<file path="src/rtl/minor_pkg.sv">
// Shared constants, state type and word helpers for the weight serial transmitter.
package minor_pkg;

  localparam int unsigned LENGTH       = 16;
  localparam int unsigned MAX_FEATURES = 15;
  localparam int unsigned FEAT_BITS    = 4;
  localparam int unsigned DATA_WIDTH   = LENGTH * (MAX_FEATURES + 1);

  typedef enum logic [1:0] {IDLE, SHIFT, FIN} tx_state_t;

  typedef logic [LENGTH-1:0] word_t;

  function automatic word_t get_word(logic [DATA_WIDTH-1:0] data, logic [FEAT_BITS-1:0] idx);
    return word_t'(data >> (32'(idx) * LENGTH));
  endfunction

  function automatic logic [FEAT_BITS-1:0] clamp_feat(logic [FEAT_BITS-1:0] f);
    int unsigned fi;
    fi = 32'(f);
    if (fi > MAX_FEATURES) return FEAT_BITS'(MAX_FEATURES);
    return f;
  endfunction

endpackage

</file>
<file path="src/rtl/piso_word.sv">
// Parallel-load, right-shifting word register; the serial output is bit 0.
module piso_word
  import minor_pkg::*;
(
  input  logic  clk,
  input  logic  rst_n,
  input  logic  load,
  input  logic  shift,
  input  word_t din,
  output logic  dout
);

  word_t sr_q;

  always_ff @(posedge clk or negedge rst_n) begin
    if (!rst_n) begin
      sr_q <= '0;
    end else if (load) begin
      sr_q <= din;
    end else if (shift) begin
      sr_q <= {1'b0, sr_q[LENGTH-1:1]};
    end
  end

  assign dout = sr_q[0];

endmodule

</file>
<file path="src/rtl/weight_ser_tx.sv">
// Serial weight transmitter: words from index feat down to 0, each LSB first, no gaps.
// Define WEIGHT_SER_TX_PARITY_EN to append an even-parity bit after every word.
module weight_ser_tx
  import minor_pkg::*;
(
  input  logic                  CLK,
  input  logic                  RST,
  input  logic                  START,
  input  logic [FEAT_BITS-1:0]  feat,
  input  logic [DATA_WIDTH-1:0] W,
  output logic                  Q,
  output logic                  Q_VALID,
  output logic                  BUSY,
  output logic                  DONE
);

`ifdef WEIGHT_SER_TX_PARITY_EN
  localparam int unsigned LastBit = LENGTH;
`else
  localparam int unsigned LastBit = LENGTH - 1;
`endif
  localparam int unsigned BitW = $clog2(LastBit + 1);

  tx_state_t             state_q;
  logic [DATA_WIDTH-1:0] shadow_q;
  logic [FEAT_BITS-1:0]  word_idx_q;
  logic [BitW-1:0]       bit_idx_q;
  logic [FEAT_BITS-1:0]  last_idx;
  logic                  word_end;
  logic                  piso_load;
  logic                  piso_shift;
  word_t                 piso_din;

  assign last_idx = clamp_feat(feat);
  assign word_end = (bit_idx_q == BitW'(LastBit));

  // The shifter is loaded one edge ahead so Q is a flop output with no added latency;
  // loading zero at frame end keeps Q low outside SHIFT.
  always_comb begin
    piso_load  = 1'b0;
    piso_shift = 1'b0;
    piso_din   = '0;
    unique case (state_q)
      IDLE: begin
        if (START) begin
          piso_load = 1'b1;
          piso_din  = get_word(W, last_idx);
        end
      end
      SHIFT: begin
        if (word_end) begin
          piso_load = 1'b1;
          if (word_idx_q != '0) piso_din = get_word(shadow_q, word_idx_q - 1'b1);
        end
`ifdef WEIGHT_SER_TX_PARITY_EN
        else if (bit_idx_q == BitW'(LENGTH - 1)) begin
          piso_load = 1'b1;
          piso_din  = word_t'(^get_word(shadow_q, word_idx_q));
        end
`endif
        else begin
          piso_shift = 1'b1;
        end
      end
      default: ;
    endcase
  end

  always_ff @(posedge CLK or negedge RST) begin
    if (!RST) begin
      state_q    <= IDLE;
      shadow_q   <= '0;
      word_idx_q <= '0;
      bit_idx_q  <= '0;
      Q_VALID    <= 1'b0;
      BUSY       <= 1'b0;
      DONE       <= 1'b0;
    end else begin
      DONE <= 1'b0;
      unique case (state_q)
        IDLE: begin
          if (START) begin
            shadow_q   <= W;
            word_idx_q <= last_idx;
            bit_idx_q  <= '0;
            Q_VALID    <= 1'b1;
            BUSY       <= 1'b1;
            state_q    <= SHIFT;
          end
        end
        SHIFT: begin
          if (word_end) begin
            bit_idx_q <= '0;
            if (word_idx_q == '0) begin
              state_q <= FIN;
              Q_VALID <= 1'b0;
              DONE    <= 1'b1;
            end else begin
              word_idx_q <= word_idx_q - 1'b1;
            end
          end else begin
            bit_idx_q <= bit_idx_q + 1'b1;
          end
        end
        FIN: begin
          state_q <= IDLE;
          BUSY    <= 1'b0;
        end
        default: state_q <= IDLE;
      endcase
    end
  end

  piso_word u_piso (
    .clk   (CLK),
    .rst_n (RST),
    .load  (piso_load),
    .shift (piso_shift),
    .din   (piso_din),
    .dout  (Q)
  );

endmodule

</file>
<file path="config.mk">
export PLATFORM = sky130hd
export DESIGN_NAME = weight_ser_tx
export DESIGN_NICKNAME = d
export VERILOG_FILES = /design/src/rtl/minor_pkg.sv /design/src/rtl/piso_word.sv /design/src/rtl/weight_ser_tx.sv
export SDC_FILE = /design/constraint.sdc
export NUM_CORES = 1
export LEC_CHECK = 0
export CELL_PAD_IN_SITES_DETAIL_PLACEMENT = 0
export CELL_PAD_IN_SITES_GLOBAL_PLACEMENT = 1
export CORE_MARGIN = 2
export CORE_UTILIZATION = 41
export DETAILED_ROUTE_END_ITERATION = 7
export GPL_ROUTABILITY_DRIVEN = 0
export MAX_ROUTING_LAYER = met4
export PLACE_DENSITY = 0.83
export SYNTH_ARGS = -nofsm -noshare
export SYNTH_HDL_FRONTEND = slang
export SYNTH_SLANG_ARGS = --single-unit
export TNS_END_PERCENT = 100
</file>
<file path="constraint.sdc">
create_clock -name CLK -period 3.55 [get_ports CLK]
set_input_delay 0.355 -clock CLK [delete_from_list [all_inputs] [get_ports CLK]]
set_output_delay 0.355 -clock CLK [all_outputs]
set_load 0.02 [all_outputs]
</file>
==> results of run 1 <==
==> flip-flops by register name, indices dropped and copies added (netlist names) <==
| register | flops |
|---|---|
| BUSY | 1 |
| DONE | 1 |
| Q_VALID | 1 |
| bit_idx_q | 4 |
| shadow_q | 256 |
| state_q | 2 |
| u_piso.sr_q | 16 |
| word_idx_q | 4 |
==> power groups by stage <==
| stage | Combinational (mW) | Sequential, mW | Clock (mW) |
|---|---|---|---|
| 4_1_cts | 6.13 | 5.47 | 3.73 |
| 5_1_grt | 6.60 | 5.65 | 3.87 |
| 6_report | 6.11 | 5.50 | 3.68 |
| 3_3_place_gp | 5.99 | 5.46 | 0 |
| 2_1_floorplan | 4.15 | 5.22 | 0 |
| 3_5_place_dp | 6.10 | 5.50 | 0 |
==> worst paths after layout <==
path / start / endpoint / slack [ns] / depth (start not counted)
setup / recovery: word_idx_q[0] / u_piso.sr_q[11] / 0.92 / 5
hold / removal: RST / shadow_q[76] / -0.04 / 1
setup reg to reg: word_idx_q[0] / u_piso.sr_q[11] / 0.92 / 5
hold reg to reg: shadow_q[8] / shadow_q[8] / 0.47 / 2
max in group asynchronous: RST / shadow_q[49] / 2.70 / 2
min in group CLK: W[98] / shadow_q[98] / 0.39 / 3
==> per-stage QoR <==
stage	hold WS (ns)	std cells	setup slack [ns]
floorplan	0.0594	1627	0.697
global placement	0.452	2277	0.927
detailed placement	0.457	2277	0.825
CTS	0.0124	2337	0.885
global route	0.0383	2337	0.696
finish	-0.0386	2337	0.923
==> layer usage <==
layer / share of wire (%) / up-vias / GRT usage, % / wire [microns]
li1: - / 5931 / - / -
met1: 42 / 6266 / 36.7 / 21700
met2: 46 / 596 / 40.7 / 23300
met4: 3.9 / 0 / 10.1 / 2010
met5: 0 / - / - / 0
met3: 8.0 / 101 / 5.66 / 4070
==> layout by cell type, fill, tap and decap left out, types with 3 or more instances in the layout <==
master,Yosys,final
sky130_fd_sc_hd__buf_4,1,27
sky130_fd_sc_hd__a21oi_1,4,4
sky130_fd_sc_hd__mux2_2,33,33
sky130_fd_sc_hd__a31oi_1,17,17
sky130_fd_sc_hd__nand3_1,31,31
sky130_fd_sc_hd__a41oi_1,5,5
sky130_fd_sc_hd__a22oi_1,60,60
sky130_fd_sc_hd__clkbuf_16,0,35
sky130_fd_sc_hd__inv_1,4,4
sky130_fd_sc_hd__bufinv_16,0,3
sky130_fd_sc_hd__dfrtp_1,285,284
sky130_fd_sc_hd__clkdlybuf4s50_1,0,264
sky130_fd_sc_hd__a41oi_2,10,10
sky130_fd_sc_hd__nand2_1,787,787
sky130_fd_sc_hd__clkbuf_1,84,5
sky130_fd_sc_hd__mux2i_1,124,124
sky130_fd_sc_hd__buf_12,0,7
sky130_fd_sc_hd__a31o_2,16,16
sky130_fd_sc_hd__clkbuf_8,0,11
sky130_fd_sc_hd__and2_1,3,3
sky130_fd_sc_hd__nor2_1,24,23
sky130_fd_sc_hd__o21ai_0,7,7
sky130_fd_sc_hd__mux4_2,68,68
==> cells by family (layout without fill, tap and decap cells) <==
family / Yosys count / in the layout / share of synthesized area, %
flops: 285 / 285 / 46.8
compound gates: 131 / 131 / 7.08
simple gates: 861 / 861 / 21.9
mux: 225 / 225 / 20.6
fa+ha+maj: 2 / 2 / 0.164
xor+xnor: 1 / 1 / 0.0575
buf+inv: 122 / 364 / 3.28
==> area by class of cell <==
cell class	count	area share [%]
well taps	468	2.99
multi-input cells	1220	39.0
clock inverters	9	0.754
clock buffers	51	5.34
inverters	4	0.0767
flip-flops and latches	285	36.5
repair buffers	300	15.4
==> impl_results.md, run 1 <==
- Status: complete, but fails checks
- Failing checks: hold timing
- Cell Rows: 70
- Core Region: 36600 sq um
- Final TNS setup: 0 ns
- Cell taking the most area after synthesis: sky130_fd_sc_hd__dfrtp_1
- Pre-antenna DRT Iters: 7
- Data arrival time of the critical path: 3.05 ns
- Number of distinct library cells after synthesis: 44
- Vert. Die Dim: ~200 microns
- Routed wire per std cell: 21.9 microns
- Net Switching: 5.32 mW
- Syn. warnings: 0
- Comb pwr share: 40.0%
- Final cell utilization of the core: 53.5%
- Initial DRC Count: 1201
- Area of the die: 38700 sq um
- Worst IR drop on VDD: 0.446 mV
- Number of antenna violations at the first check in global routing: 1
- Portion of total power attributed to the clock network: 24.1%
- CTS buffer count: 34
- Via count: 12900
- Clock tree root driver cell: sky130_fd_sc_hd__clkbuf_16
- Share of synthesized registers carrying an async set or reset: 100%
- Total congestion overflow: 0
- Critical-path cell with the highest stage delay: sky130_fd_sc_hd__a2111oi_4
- Clock-pin transition on the worst setup and hold timing paths: 0.06 ns
- Most common cell in the synthesized netlist: sky130_fd_sc_hd__nand2_1
- RSZ-0062 raised after global routing: false
- CTS tree: done
- Total of max-cap violations: 0
- Number of buffers inserted by hold repair at cts: 0
- Fmax: approximately 380 MHz
- Detail Route Antenna Nets: 0
- Wire length of the first global-routing pass: roughly 77000 microns
- Largest clock skew in the final design: 0.0273 ns
- Cell area after layout: 19600 sq um
- Most frequently used flop master after synthesis: sky130_fd_sc_hd__dfrtp_1
- Starting utilization of the core area: 41.6%
- Area delta synth->final: 28.5%
- Cell Pwr Density: between 700 and 800 nW/um^2
- Worst path buffer plus inverter count: 1
- H-tree depth: 2
- Gr usage total: between 20% and 30%
- Fin nets: roughly 2100
- Minimum hold slack: -0.0386 ns
- Routed wire length: 51100 microns
- Hold violation total from the final report: 40
- Number of antenna cells inserted: 0
- Footprint of the multi-input gates: approximately 7600 sq um
- Crit Path Category: register to register
- Horizontal extent of the die: 197 microns
- Vias in the first global route: 13000
- Synthesized area: between 15000 and 20000 sq um
- Reg power frac: between 30% and 40%
- Final-report setup violation count: 0
- Final critical-path required period: 2.63 ns
- Largest buffer count on any clock path: 3
- Launching element type of the critical path: register
- Cell types with the highest counts after synthesis: sky130_fd_sc_hd__nand2_1, sky130_fd_sc_hd__dfrtp_1, sky130_fd_sc_hd__mux2i_1
- DRC viols: 0
- Biggest area contributors in the synthesized netlist: sky130_fd_sc_hd__dfrtp_1, sky130_fd_sc_hd__nand2_1, sky130_fd_sc_hd__mux4_2, sky130_fd_sc_hd__mux2i_1, sky130_fd_sc_hd__a22oi_1
- Crit path max-delay family: compound AO/OA/AOI/OAI gates
- Static power due to leakage: 9.31 nW
- Sw Ratio: 34.8%
- Nets in the synthesized netlist: between 1500 and 2000
- Pin count of the biggest net entering global routing: 257
- Worst slew pin tran: around 1.1 ns
- Total of buffers placed on input and output ports: 266
- Placed wire-length estimate after detailed placement: roughly 37000 microns
- Cells traversed along the worst timing path: buf_4 -> o31ai_1 -> a2111oi_4 -> nand2_1 -> a41oi_2
- Endpoint required time on the critical path: 3.97 ns
- Max-slew headroom: 25.2%
- Average via count per standard cell: 5.52
- Post-cts sizing count: 0
- Latest clock arrival within the worst-skew pair: 0.52 ns
- Final period util: between 70 and 80%
- Worst min-delay path category: primary input to async pin
- Fraction of layout instances using a drive strength above 1: 12.4%
- Final Max Slew Viols: 0
- Delay of the slowest cell on the worst path: 0.87 ns
- IO Count: around 270
- Post-synth EDFFs: 0
- Synth Area per Inst: roughly 9.4 sq um
- Setup fix buffers added after clock tree synthesis: 0
- Nature of the critical path endpoint: register
- Area share of the largest cell type after synthesis: roughly 47%
- Cell area after placement: 18400 sq um
- Post-synthesis register bit count: between 200 and 300
- Footprint of the flip-flops and latches: 7140 sq um
- Max Fanout on Critical Path: 25
- Clock Sink Count: around 290
- Power, Total: 15.3 mW
- Post-Syn Instances: 1627
- Filler Cell Count: 3273
- Share of synthesized area occupied by flip-flops and latches: 46.8%
- Internal power: about 10 mW
Power figures use the tool's default switching activity.
==> inputs of run 2 (changes only) <==
--- a/config.mk
+++ b/config.mk
@@ -8,11 +8,11 @@
 export CELL_PAD_IN_SITES_DETAIL_PLACEMENT = 0
 export CELL_PAD_IN_SITES_GLOBAL_PLACEMENT = 1
 export CORE_MARGIN = 2
-export CORE_UTILIZATION = 41
+export CORE_UTILIZATION = 37
 export DETAILED_ROUTE_END_ITERATION = 7
 export GPL_ROUTABILITY_DRIVEN = 0
 export MAX_ROUTING_LAYER = met4
-export PLACE_DENSITY = 0.83
+export PLACE_DENSITY = 0.79
 export SYNTH_ARGS = -nofsm -noshare
 export SYNTH_HDL_FRONTEND = slang
 export SYNTH_SLANG_ARGS = --single-unit
==> constraint.sdc (replaced) <==
create_clock -name CLK -period 2.4 [get_ports CLK]
set_input_delay 0.24 -clock CLK [delete_from_list [all_inputs] [get_ports CLK]]
set_output_delay 0.24 -clock CLK [all_outputs]
set_load 0.02 [all_outputs]
==> run 2 against run 1 <==
  * The run now ends clean
  * Sequential share of layout area decreased by 0.85 points
  * Critical path depth rose by 2
  * Combinational power rose by 54%
  * Clock power is 47% higher
  * Non-clock buffer count up 31
  * Core utilization fell by 4.3 points
  * Design area up 2.4%
  * Setup slack worse by 0.80 ns
  * Global-route usage down 1.9 points
  * Wire length grew 2.7%
==> impl_results.md, run 2 (synthesis results as in run 1) <==
- Met3 routed wirelength: 3930 microns (was 4070 microns)
- Routed wire length: 52500 microns (was 51100 microns)
- RSZ-0062 raised after global routing: false (unchanged)
- Setup slack after layout: 0.120 ns (was 0.923 ns)
- Launching point of the worst reg2reg path: word_idx_q[0] (unchanged)
- Area delta synth->final: 31.6% (was 28.5%)
- Final-report setup violation count: 0 (unchanged)
- Clock Sink Count: 285 (unchanged)
- Worst path buffer plus inverter count: 2 (was 1)
- Delay of the slowest cell on the worst path: 0.44 ns (was 0.87 ns)
- Placed wire-length estimate after detailed placement: 38000 microns (was 37000 microns)
- Clock tree root driver cell: sky130_fd_sc_hd__clkbuf_16 (unchanged)
- Worst min-delay path category: primary input to register (was primary input to async pin)
- Setup slack at placement: -0.0530 ns (was 0.825 ns)
- Fmax: 439 MHz (was 381 MHz)
- Final Max Slew Viols: 0 (unchanged)
- Cell depth of the worst hold path: 3
- Static power due to leakage: 9.51 nW (was 9.31 nW)
- Largest registers ranked by flip-flop count: shadow_q: 256 flops, u_piso.sr_q: 16 flops (unchanged)
- Total of buffers placed on input and output ports: 266 (unchanged)
- H-tree depth: 2 (unchanged)
- Footprint of the flip-flops and latches: 7140 sq um (unchanged)
- Pre-antenna DRT Iters: 5 (was 7)
- Footprint of the multi-input gates: 7640 sq um (was 7630 sq um)
- Routed wire per std cell: 21.6 microns (was 21.9 microns)
- Fin nets: 2142 (was 2110)
- Final period util: 95.0% (was 74.0%)
- Crit Path Category: register to register (unchanged)
- IO Count: 267 (unchanged)
- Hold Startpoint: W[243]
- Area of the die: 42800 sq um (was 38700 sq um)
- Cell area after placement: 18800 sq um (was 18400 sq um)
- Power, Total: 22.9 mW (was 15.3 mW)
- Pin count of the biggest net entering global routing: 129 (was 257)
- Total congestion overflow: 0 (unchanged)
- Worst IR drop on VDD: 0.510 mV (was 0.446 mV)
- Initial DRC Count: 979 (was 1201)
- M1 wire length: 22400 microns (was 21700 microns)
- Starting utilization of the core area: 37.4% (was 41.6%)
- Endpoint of the worst-slack reg-to-reg timing path: u_piso.sr_q[12] (was u_piso.sr_q[11])
- Worst setup path startpoint: word_idx_q[0] (unchanged)
- Register bank with the most flops: shadow_q (unchanged)
- Vias in the first global route: 13200 (was 13000)
- Cells traversed along the worst timing path: inv_1 -> ha_2 -> buf_4 -> mux4_2 -> mux2_2 -> nand2_1 -> a41oi_2 (was buf_4 -> o31ai_1 -> a2111oi_4 -> nand2_1 -> a41oi_2)
- Crit path max-delay family: multiplexers (was compound AO/OA/AOI/OAI gates)
- Largest buffer count on any clock path: 3 (unchanged)
- Largest clock skew in the final design: 0.0226 ns (was 0.0273 ns)
- Nature of the critical path endpoint: register (unchanged)
- Number of antenna violations at the first check in global routing: 1 (unchanged)
- Fraction of layout instances using a drive strength above 1: 13.7% (was 12.4%)
- Latest clock arrival within the worst-skew pair: 0.53 ns (was 0.52 ns)
- Status: complete, no violations (was complete, but fails checks)
- Filler Cell Count: 3800 (was 3273)
- Data arrival time of the critical path: 2.67 ns (was 3.05 ns)
- Most frequent standard cell in the layout excluding fill and tap cells: sky130_fd_sc_hd__nand2_1 (unchanged)
- Clock-pin transition on the worst setup and hold timing paths: 0.06 ns (about the same)
- Hold violation total from the final report: 0 (was 40)
- Critical-path cell with the highest stage delay: sky130_fd_sc_hd__dfrtp_4 (was sky130_fd_sc_hd__a2111oi_4)
- Launching element type of the critical path: register (unchanged)
- Final cell utilization of the core: 49.2% (was 53.5%)
- Wire length of the first global-routing pass: 78700 microns (was 77000 microns)
- Worst R2R Path Depth: 7 (was 5)
- Met2 routed WL: 24300 microns (was 23300 microns)
- Worst slew pin tran: 0.735 ns (was 1.12 ns)
- Vert. Die Dim: 207 microns (was 197 microns)
- CTS tree: done (unchanged)
- Cell Rows: 74 (was 70)
- Uppermost metal layer occupied by signal nets: met4 (unchanged)
- Cell Pwr Density: 1140 nW/um^2 (was 781 nW/um^2)
- Worst Hold End: shadow_q[243]
- Final critical-path required period: 2.28 ns (was 2.63 ns)
- Cell area after layout: 20000 sq um (was 19600 sq um)
- Core Region: 40700 sq um (was 36600 sq um)
- Detail Route Antenna Nets: 0 (unchanged)
- Via count: 13100 (was 12900)
- Gr usage total: 25.3% (was 27.2%)
- CTS buffer count: 35 (was 34)
- Reg2Reg Setup Slack: 0.12 ns (was 0.92 ns)
- Horizontal extent of the die: 207 microns (was 197 microns)
- Max-slew headroom: 50.9% (was 25.2%)
- Max Fanout on Critical Path: 12 (was 25)
- DRC viols: 0 (unchanged)
- Average via count per standard cell: 5.40 (was 5.52)
- Setup fix buffers added after clock tree synthesis: 0 (unchanged)
- Total of max-cap violations: 0 (unchanged)
- Largest register FFs: 256 (unchanged)
- Commonest non-fill, non-tap cells in the layout: sky130_fd_sc_hd__nand2_1, sky130_fd_sc_hd__dfrtp_1, sky130_fd_sc_hd__clkdlybuf4s50_1 (unchanged)
- Endpoint required time on the critical path: 2.79 ns (was 3.97 ns)
==> run 2: layer usage <==
layer	vias to the layer above	GRT usage, %
met5	-	-
met4	0	9.17
met3	100	4.21
met2	543	38.3
met1	6497	34.3
li1	6000	-
==> run 2: through the flow <==
stage,cells,setup TNS [ns],hold slack (ns)
5_1_grt,2435,0,0.282
3_5_place_dp,2371,-0.162,0.262
2_1_floorplan,1627,0,-0.0556
4_1_cts,2434,0,0.253
3_3_place_gp,2371,-0.307,0.256
6_report,2435,0,0.266
==> run 2: power breakdown <==
part	switching [mW]	internal, mW
Sequential	1.18	6.90
Clock	2.13	3.28
Combinational	4.70	4.73
==> run 2: layout make-up <==
cell class	instances	area share [%]
well taps	532	3.32
multi-input cells	1220	38.1
clock inverters	8	0.524
inverters	4	0.0749
flip-flops and latches	285	35.6
clock buffers	54	5.33
repair buffers	331	17.0
diodes	1	0.0125
==> run 2: worst max-delay path by stage <==
stage,depth (start not counted),end
floorplan,11,u_piso.sr_q[10]
global placement,7,u_piso.sr_q[9]
detailed placement,7,u_piso.sr_q[5]
CTS,7,u_piso.sr_q[15]
global route,7,u_piso.sr_q[15]
finish,7,u_piso.sr_q[12]
==> run 2: what timing repair did <==
item,CTS,global route
setup endpoints to repair,14,0
resized for setup,1,0
hold buffers,1,0
hold endpoints to repair,62,0
==> run 2: tightest hold or removal path, stage by stage <==
cell and delay (ns):
sky130_fd_sc_hd__clkdlybuf4s50_1 0.42, sky130_fd_sc_hd__nand2_1 0.06, sky130_fd_sc_hd__nand2_1 0.04
==> inputs of run 3 (changes only) <==
--- a/config.mk
+++ b/config.mk
@@ -5,14 +5,12 @@
 export SDC_FILE = /design/constraint.sdc
 export NUM_CORES = 1
 export LEC_CHECK = 0
-export CELL_PAD_IN_SITES_DETAIL_PLACEMENT = 0
-export CELL_PAD_IN_SITES_GLOBAL_PLACEMENT = 1
 export CORE_MARGIN = 2
-export CORE_UTILIZATION = 37
+export CORE_UTILIZATION = 45
 export DETAILED_ROUTE_END_ITERATION = 7
 export GPL_ROUTABILITY_DRIVEN = 0
 export MAX_ROUTING_LAYER = met4
-export PLACE_DENSITY = 0.79
+export PLACE_DENSITY = 0.75
 export SYNTH_ARGS = -nofsm -noshare
 export SYNTH_HDL_FRONTEND = slang
 export SYNTH_SLANG_ARGS = --single-unit
==> run 3 against run 2 <==
  * Maximum frequency is 2.0% lower
  * Sequential power barely moved
  * Sequential share of layout area rose by 0.32 points
  * Critical path depth stayed put
  * Clock skew decreased by 0.0026 ns
  * Flip-flop and latch count unchanged
  * Die area decreased by 17%
  * Design area is 0.88% lower
  * Core utilization is 10 points higher
  * Clock-buffer cell count decreased by 12
  * Via count grew 1.7%
  * Critical path type unchanged
  * Critical endpoint is now u_piso.sr_q[15]
==> impl_results.md, run 3 (synthesis results as in run 1) <==
- Starting utilization of the core area: 45.5% (was 37.4%)
- Clock Sink Count: 285 (unchanged)
- Vias in the first global route: 13400 (was 13200)
- Area delta synth->final: 30.5% (was 31.6%)
- Pin count of the biggest net entering global routing: 129 (unchanged)
- IO Count: 267 (unchanged)
- Final-report setup violation count: 0 (unchanged)
- Total congestion overflow: 0 (unchanged)
- Via count: 13400 (was 13100)
- Final TNS setup: 0 ns (unchanged)
- Most frequent standard cell in the layout excluding fill and tap cells: sky130_fd_sc_hd__nand2_1 (unchanged)
- Vert. Die Dim: 188 microns (was 207 microns)
- Cell area after placement: 18700 sq um (was 18800 sq um)
- Core Region: 33400 sq um (was 40700 sq um)
- Launching point of the worst reg2reg path: word_idx_q[0] (unchanged)
- Detail Route Antenna Nets: 0 (unchanged)
- Horizontal extent of the die: 188 microns (was 207 microns)
- Initial DRC Count: 1423 (was 979)
- Status: complete, no violations (unchanged)
- Number of antenna violations at the first check in global routing: 0 (was 1)
- Fmax: 430 MHz (was 439 MHz)
- DRC viols: 0 (unchanged)
- Final Max Slew Viols: 0 (unchanged)
- Hold violation total from the final report: 0 (unchanged)
- Crit Path Category: register to register (unchanged)
- Endpoint required time on the critical path: 2.85 ns (was 2.79 ns)
- Fin nets: 2133 (was 2142)
- Portion of total power attributed to the clock network: 23.5% (was 23.6%)
- Clock tree root driver cell: sky130_fd_sc_hd__clkbuf_16 (unchanged)
- Worst IR drop on VDD: 0.696 mV (was 0.510 mV)
- Register bank with the most flops: shadow_q (unchanged)
- Largest register FFs: 256 (unchanged)
- Internal power: 15.0 mW (was 14.9 mW)
- Pre-antenna DRT Iters: 7 (was 5)
- Net Switching: 7.87 mW (was 8.02 mW)
- Final critical-path required period: 2.33 ns (was 2.28 ns)
- Worst min-delay path category: primary input to async pin (was primary input to register)
- Sw Ratio: 34.4% (was 35.0%)
- Largest registers ranked by flip-flop count: shadow_q: 256 flops, u_piso.sr_q: 16 flops (unchanged)
- Commonest non-fill, non-tap cells in the layout: sky130_fd_sc_hd__nand2_1, sky130_fd_sc_hd__dfrtp_1, sky130_fd_sc_hd__clkdlybuf4s50_1 (unchanged)
- Largest clock skew in the final design: 0.0200 ns (was 0.0226 ns)
- Fraction of layout instances using a drive strength above 1: 13.6% (was 13.7%)
- Total of max-cap violations: 0 (unchanged)
- Number of antenna cells inserted: 0 (was 1)
- Final period util: 97.0% (was 95.0%)
- Largest buffer count on any clock path: 3 (unchanged)
- Endpoint of the worst-slack reg-to-reg timing path: u_piso.sr_q[15] (was u_piso.sr_q[12])
- Cell Pwr Density: 1150 nW/um^2 (was 1140 nW/um^2)
- Total of buffers placed on input and output ports: 266 (unchanged)
- Data arrival time of the critical path: 2.78 ns (was 2.67 ns)
- Static power due to leakage: 9.48 nW (was 9.51 nW)
- RSZ-0062 raised after global routing: false (unchanged)
- Final cell utilization of the core: 59.4% (was 49.2%)
- Average via count per standard cell: 5.71 (was 5.40)
- Reg2Reg Setup Slack: 0.07 ns (was 0.12 ns)
- Reg power frac: 35.5% (was 35.3%)
- Comb pwr share: 40.9% (was 41.1%)
- H-tree depth: 1 (was 2)
- Routed wire per std cell: 21.0 microns (was 21.6 microns)
- Cell Rows: 67 (was 74)
- CTS tree: done (unchanged)
- Launching element type of the critical path: register (unchanged)
- Placed wire-length estimate after detailed placement: 35400 microns (was 38000 microns)
- Worst R2R Path Depth: 7 (unchanged)
- Nature of the critical path endpoint: register (unchanged)
- Setup fix buffers added after clock tree synthesis: 0 (unchanged)
- Latest clock arrival within the worst-skew pair: 0.57 ns (was 0.53 ns)
- Gr usage total: 28.7% (was 25.3%)
- Max Fanout on Critical Path: 28 (was 12)
- Cell area after layout: 19900 sq um (was 20000 sq um)
- Area of the die: 35300 sq um (was 42800 sq um)
- Worst slew pin tran: 0.560 ns (was 0.735 ns)
- CTS buffer count: 31 (was 35)
- Max-slew headroom: 62.6% (was 50.9%)
- Routed wire length: 49000 microns (was 52500 microns)
- Wire length of the first global-routing pass: 76300 microns (was 78700 microns)
- Clock-pin transition on the worst setup and hold timing paths: 0.06 ns (about the same)
==> run 3: cell count changes in the layout (fill, tap and decap cells not counted), sizes merged <==
cell      delta
clkbuf      -12
buf          -5
diode        -1
clkinvlp     +1
inv          -1
bufinv       +5
clkinv       +2
==> run 3: timing repair <==
| action | in CTS | in global routing |
|---|---|---|
| hold endpoints to repair | 198 | 0 |
| hold buffers | 1 | 0 |
| endpoints found under the setup margin | 0 | 1 |
| gates resized for setup | 0 | 1 |
==> run 3: metrics by stage <==
| stage | worst slack (ns) | hold slack [ns] | power (mW) | instances |
|---|---|---|---|---|
| finish | 0.0725 | 0.172 | 22.9 | 2340 |
| global route | 0.0377 | 0.192 | 23.9 | 2340 |
| CTS | 0.0753 | 0.169 | 22.8 | 2340 |
| detailed placement | 0.0954 | 0.167 | 17.3 | 2282 |
| global placement | 0.141 | 0.164 | 17.0 | 2282 |
| floorplan | 0.00675 | -0.0556 | 14.0 | 1627 |
==> run 3: layout make-up <==
| class | count | area [sq um] |
|---|---|---|
| inverters | 4 | 15.0 |
| clock buffers | 42 | 897 |
| repair buffers | 326 | 3360 |
| well taps | 448 | 561 |
| fillers | 2663 | 13600 |
| clock inverters | 15 | 260 |
| multi-input cells | 1220 | 7640 |
| flip-flops and latches | 285 | 7140 |
==> run 3: worst max-delay path, stage by stage (launching register included) <==
cell and delay [ns]:
sky130_fd_sc_hd__dfrtp_4 0.46, sky130_fd_sc_hd__inv_1 0.08, sky130_fd_sc_hd__ha_2 0.39, sky130_fd_sc_hd__buf_12 0.22, sky130_fd_sc_hd__mux4_2 0.35, sky130_fd_sc_hd__mux2i_2 0.23
sky130_fd_sc_hd__mux2i_1 0.11, sky130_fd_sc_hd__a221o_1 0.33
==> run 3: how the worst max path moves through the flow <==
stage,startpoint,to,slack [ns],cells after the start
2_1_floorplan,word_idx_q[0],u_piso.sr_q[10],0.007,11
3_5_place_dp,word_idx_q[0],u_piso.sr_q[15],0.1,7
4_1_cts,word_idx_q[0],u_piso.sr_q[15],0.08,7
3_3_place_gp,word_idx_q[0],u_piso.sr_q[15],0.14,7
5_1_grt,word_idx_q[0],u_piso.sr_q[15],0.04,7
6_report,word_idx_q[0],u_piso.sr_q[15],0.07,7
==> run 3: power by group through the flow <==
stage	combinational, mW	sequential (mW)	clock (mW)
final	9.36	8.12	5.37
after global routing	10.0	8.32	5.61
after CTS	9.27	8.08	5.40
after detailed placement	9.17	8.12	0
after global placement	8.96	8.01	0
after floorplan	6.30	7.73	0
==> run 3: layer usage <==
metal,vias to the layer above,global-route usage [%],part of all wire [%]
met5,-,-,0
met4,0,11.2,4.5
met3,130,5.76,8.8
met2,726,44.0,47
met1,6528,37.7,40
li1,5982,-,-
